**src/rtl/mux_pipe_stage.sv**
```systemverilog
// Registered N-way selector with valid/ready on both sides and a 2-entry skid buffer.
// The select is evaluated when a beat is captured and travels with it as out_sel/out_err.
module mux_pipe_stage #(
    parameter int WIDTH  = 32,
    parameter int INPUTS = 4,
    localparam int SEL_W = $clog2(INPUTS)
) (
    input  logic                      clk,
    input  logic                      reset,
    input  logic                      flush,
    input  logic                      in_valid,
    output logic                      in_ready,
    input  logic [SEL_W-1:0]          in_sel,
    input  logic [INPUTS*WIDTH-1:0]   in_data,
    output logic                      out_valid,
    input  logic                      out_ready,
    output logic [WIDTH-1:0]          out_data,
    output logic [SEL_W-1:0]          out_sel,
    output logic                      out_err
);

    logic             mValid;
    logic [WIDTH-1:0] mData;
    logic [SEL_W-1:0] mSel;
    logic             mErr;

    logic             sValid;
    logic [WIDTH-1:0] sData;
    logic [SEL_W-1:0] sSel;
    logic             sErr;

    logic             inXfer;
    logic             outXfer;
    logic             mFree;
    logic [WIDTH-1:0] capData;
    logic             capErr;

    // An out-of-range select can only occur when INPUTS leaves unused codes.
    generate
        if ((1 << SEL_W) == INPUTS) begin : g_pow2
            assign capErr = 1'b0;
        end else begin : g_npow2
            assign capErr = ({1'b0, in_sel} >= (SEL_W + 1)'(INPUTS));
        end
    endgenerate

    always_comb begin
        capData = '0;
        for (int k = 0; k < INPUTS; k++) begin
            if (in_sel == SEL_W'(k)) begin
                capData = in_data[k*WIDTH +: WIDTH];
            end
        end
    end

    assign in_ready  = ~sValid & ~flush;
    assign inXfer    = in_valid & in_ready;
    assign outXfer   = mValid & out_ready;
    assign mFree     = ~mValid | outXfer;

    assign out_valid = mValid;
    assign out_data  = mData;
    assign out_sel   = mSel;
    assign out_err   = mErr;

    always_ff @(posedge clk) begin
        if (reset) begin
            mValid <= 1'b0;
            mData  <= '0;
            mSel   <= '0;
            mErr   <= 1'b0;
            sValid <= 1'b0;
            sData  <= '0;
            sSel   <= '0;
            sErr   <= 1'b0;
        end else if (flush) begin
            mValid <= 1'b0;
            sValid <= 1'b0;
        end else if (mFree) begin
            if (sValid) begin
                // in_ready is low while S is occupied, so no new beat competes here.
                mValid <= 1'b1;
                mData  <= sData;
                mSel   <= sSel;
                mErr   <= sErr;
                sValid <= 1'b0;
            end else if (inXfer) begin
                mValid <= 1'b1;
                mData  <= capData;
                mSel   <= in_sel;
                mErr   <= capErr;
            end else begin
                mValid <= 1'b0;
            end
        end else if (inXfer) begin
            sValid <= 1'b1;
            sData  <= capData;
            sSel   <= in_sel;
            sErr   <= capErr;
        end
    end

endmodule

```
**config.mk**
```make
export PLATFORM = sky130hd
export DESIGN_NAME = mux_pipe_stage
export DESIGN_NICKNAME = d
export VERILOG_FILES = /design/src/rtl/mux_pipe_stage.sv
export SDC_FILE = /design/constraint.sdc
export NUM_CORES = 1
export LEC_CHECK = 0
export BUFFER_PORTS_ARGS = -buffer_cell sky130_fd_sc_hd__buf_2
export CAP_MARGIN = 20
export CORE_ASPECT_RATIO = 1.5
export CORE_MARGIN = 2
export CORE_UTILIZATION = 47
export CTS_CLUSTER_DIAMETER = 120
export DETAILED_ROUTE_END_ITERATION = 16
export GPL_TIMING_DRIVEN = 0
export PLACE_DENSITY = 0.91
export SYNTH_ARGS = -nofsm -noshare
export SYNTH_HDL_FRONTEND = slang
export SYNTH_SLANG_ARGS = --single-unit
export TNS_END_PERCENT = 10
```
**constraint.sdc**
```tcl
create_clock -name clk -period 1.7 [get_ports clk]
set_input_delay 0.34 -clock clk [delete_from_list [all_inputs] [get_ports clk]]
set_output_delay 0.34 -clock clk [all_outputs]
set_load 0.05 [all_outputs]
```
; ---- Word-level counts from Yosys, hierarchy flattened
; Cells that the tools add are included.
[totals]
ff_bits = 71
inputBits = 135
out_inout_bits = 37
[op_classes]
n_eq_ne = 3
mux = 12
n_bitwise = 8
reduce_logical = 6
[op_table]
columns = cell, count
row1 = 2-to-1 mux 32 bit, 6
row2 = AND reduction 3 bit, 2
row3 = == test 2 bit (second input constant), 2
row4 = 2-to-1 mux 1 bit, 4
row5 = 2-to-1 mux 2 bit, 2
row6 = NOT 1 bit, 4
row7 = bitwise AND 1 bit, 3
row8 = OR reduction 3 bit, 1
row9 = == test 2 x 1 -> 1 bit (second input constant), 1
row10 = zero test 2 bit, 1
row11 = nonzero test 2 bit, 1
row12 = OR reduction 2 bit, 1
row13 = OR 1 bit, 1

; ---- Depth between registers and ports, before layout
[logic_depth]
word_depth = 7
depth_mapped = 6
depth_no_buf = 3

; ---- Worst setup path before layout
; OpenSTA, ideal clock, no wires.
[synth_path]
path_type = register -> output
start = register sValid
end = output port in_ready
t_arrival_ps = 1368
slack_ps = -8
stages_incl_launch_ff = 4
n_path_buf = 2
path_cell_list = dfxtp_1 buf_2 buf_2 nor2_1
[synth_via]
elab_chain_len = 2
[synth_rtl]
columns = item, line_no
row1 = from (decl), 27  ; logic sValid;
row2 = from (signal assigned), 72  ; sValid <= 1'b0;
row3 = from (signal assigned), 78  ; sValid <= 1'b0;
row4 = from (signal assigned), 86  ; sValid <= 1'b0;
row5 = NOT 1 bit, 56  ; assign in_ready = ~sValid & ~flush;
row6 = bitwise AND 1 bit, 56
row7 = to (decl), 12  ; output logic in_ready,
; No other way between the ends.

; ---- Worst setup path after layout
; Same ends and word-level chain as after synthesis.

==> flow_summary.toml <==
[min_path]
hp-class = "in -> reg"

[critical_path]
crit_chain = "buf_6 -> buf_6 -> nor2_2 -> buf_4"
r2r_start = "sValid"
r2r_end = "out_sel[0]"
worstSetupEndpointType = "output pin"
worstRegToRegCells = 5
cp.required_ps = 1360
critical_path_class = "reg -> out"
critPathCapture = "in_ready"
crit_arrival_ps = 1310
worstPathMaxFanout = 10
cp-start-kind = "register"
r2r_slack_ps = 130
critPathLaunch = "sValid"
slowest_delay_ps = 370
slowest_stage = "dfxtp_1"
worst_path_most_repeated_cell = "buf_6"

[global_routing]
grt_overflow = 0
grt_pass1_vias = 3474
antenna_found_initial = 0
grt_pass1_wl_um = 16400
grt_use_total_pct = 23.5
grt_max_degree = 11

[synth]
syn-cell-area_mm2 = 0.00377
syn_area_per_cell_um2 = 12.8
seq_area_frac_synth_pct = 37.2
synth_edf_count = 0
synth_most_common_cell = "dfxtp_1"
syn-num-nets = 430
synth_ff_type = "dfxtp_1"
synthCells = 295
yosysTopAreaCellShare_pct = 37.2
ys_warn_count = 0
synth.area.top_cells = "dfxtp_1, mux4_2, a211oi_2"
yosys_register_bits = 70
yosys.area.top_type = "dfxtp_1"
yosysUniqueCellTypes = 30
async_flop_share_pct = 0
synth_commonest_cells = "dfxtp_1, a31oi_1, mux2i_1"

[cells_and_area]
n_antenna_cell = 0
syn_to_final_growth_pct = 33.2
drive_gt1_share_pct = 61.1
nets = 609
fill_cells = 647

[pwr]
power_frac_clock_pct = 37.9
powerDensity_mw_per_mm2 = 875
p_leak_nw = 2.09
p_int_mw = 3.15
total_power_mw = 4.39
seqPwrFrac_pct = 39.8
p_comb_share_pct = 22.3
p_sw_share_pct = 28.3
p_switching_mw = 1.24
peakVddDrop_mv = 0.582

[placed_design]
numPortBuffers = 168
gp_congestion = 0.834
dp_hpwl_um = 7960

[timing]
worstMarginPinSlew_ps = 757
clock_skew_ps = 6.10
drv_slew = 0
relSlewSlack_pct = 49.6
grt_setup_unrepaired = "no"
setup_viol = 0
fin_crit_sh_pct = 97.0
fmaxAchievable_mhz = 606
min_period_ps = 1650
hold_viol = 0
final.setup.tns_ps = 0

[flow_run]
maxCapViolCount = 0

[floorplanning]
die_w_um = 77.1
ioPinCount = 172
die_area_mm2 = 0.00876
die_h_um = 114
coreArea_mm2 = 0.00791
initial_utilization_pct = 47.6
num_rows = 40

[routing]
drt_pre_antenna_iters = 4
drt_first_iter_violations = 183
wl_um = 10400
wire_per_inst_um = 17.8
drc = 0
final_antenna_net_count = 0
via_per_inst = 5.77
via_count = 3351

[clock_tree]
clk_path_buf_depth = 2
cts-root-buf = "clkbuf_16"
cts.clk_slew.worst_paths_ps = 50
clock_sinks = 70
tritoncts = "done"
htreeDepth = 3
numCtsBuffers = 9
clkLatencyLatePin_ps = 330

[outcome]
status = "completed"
==> layer usage <==
| layer | part of all wire (%) | wire length (um) | up-vias | global-route usage (%) |
|---|---|---|---|---|
| li1 | - | - | 1566 | - |
| met5 | 0 | 0 | - | 0 |
| met1 | 38 | 3940 | 1660 | 26.1 |
| met2 | 56 | 5750 | 112 | 43.2 |
| met3 | 4.8 | 498 | 13 | 5.06 |
| met4 | 1.6 | 167 | 0 | 10.0 |
==> critical path, delay by kind of cell (launching register included) <==
| family | cells | cell delay (ps) |
|---|---|---|
| AND/OR/NAND/NOR | 1 | 60 |
| flip-flops | 1 | 370 |
| buffers and inverters | 3 | 560 |
==> sequential cells by signal, summed over array words and instances, names as in the netlist <==
register   count
sValid         1
out_valid      1
out_data      32
sSel           2
out_sel        2
sData         32
==> layout by cell type, fill, tap and decap left out, types with 3 or more instances in the layout <==
master | synthesis | layout
mux4_1 | 4 | 4
clkbuf_16 | 0 | 9
a31oi_1 | 34 | 34
a211oi_2 | 30 | 30
mux4_2 | 28 | 28
a211oi_1 | 5 | 5
dfxtp_1 | 70 | 70
clkbuf_1 | 8 | 8
mux2i_1 | 34 | 34
buf_1 | 3 | 3
a22o_1 | 13 | 13
a22o_2 | 19 | 19
buf_6 | 8 | 10
buf_2 | 16 | 181
==> how the worst min path moves through the flow <==
| stage | from | to | depth (start not counted) |
|---|---|---|---|
| after global placement | sData[7] | sData[7] | 1 |
| after detailed placement | sData[6] | sData[6] | 1 |
| after global routing | flush | out_valid | 2 |
| after CTS | flush | sValid | 2 |
| final | flush | sValid | 2 |
| after floorplan | flush | out_valid | 1 |
==> final cells by class <==
| type | instances | area (um2) | area share (%) |
|---|---|---|---|
| Buffer | 39 | 251 | 5.01 |
| Clock buffer | 11 | 253 | 5.03 |
| Clock inverter | 2 | 10.0 | 0.199 |
| Inverter | 1 | 3.75 | 0.0748 |
| Multi-Input combinational cell | 185 | 2130 | 42.3 |
| Sequential cell | 70 | 1400 | 27.9 |
| Tap cell | 105 | 131 | 2.62 |
| Timing Repair Buffer | 168 | 843 | 16.8 |
==> kinds of logic (layout without fill, tap and decap cells) <==
family	Yosys count	in the layout	share of synthesized area, %
AO/OA/AOI/OAI	106	106	25.4
flip-flops	70	70	37.2
AND/OR/NAND/NOR	12	12	2.26
other	1	1	0.0995
buffers and inverters	40	221	6.44
multiplexers	66	66	28.6
==> timing repair <==
action | 4_1_cts | 5_1_grt
hold buffers | 0 | 0
setup endpoints to repair | 1 | 1
gates resized for setup | 4 | 1
buffers inserted | 0 | 0
==> metrics by stage <==
stage               utilization, %  cells  setup WS (ps)  instance area, um2  hold slack (ps)
floorplan                        -    295           54.9                3770              418
global placement              60.0    568           55.9                4740              460
detailed placement            60.0    568           25.3                4740              469
CTS                           63.4    581           33.9                5020              334
global route                  63.5    581           21.2                5020              353
finish                        63.5    581           51.1                5020              355
==> power groups by stage <==
stage | combinational, mW | clock, mW | sequential, mW
2_1_floorplan | 0.465 | 0 | 1.98
3_3_place_gp | 0.946 | 0 | 1.78
3_5_place_dp | 0.978 | 0 | 1.78
4_1_cts | 0.981 | 1.68 | 1.75
5_1_grt | 1.04 | 1.76 | 1.75
6_report | 0.978 | 1.67 | 1.75
No activity file was read; power rests on OpenSTA's default activity.
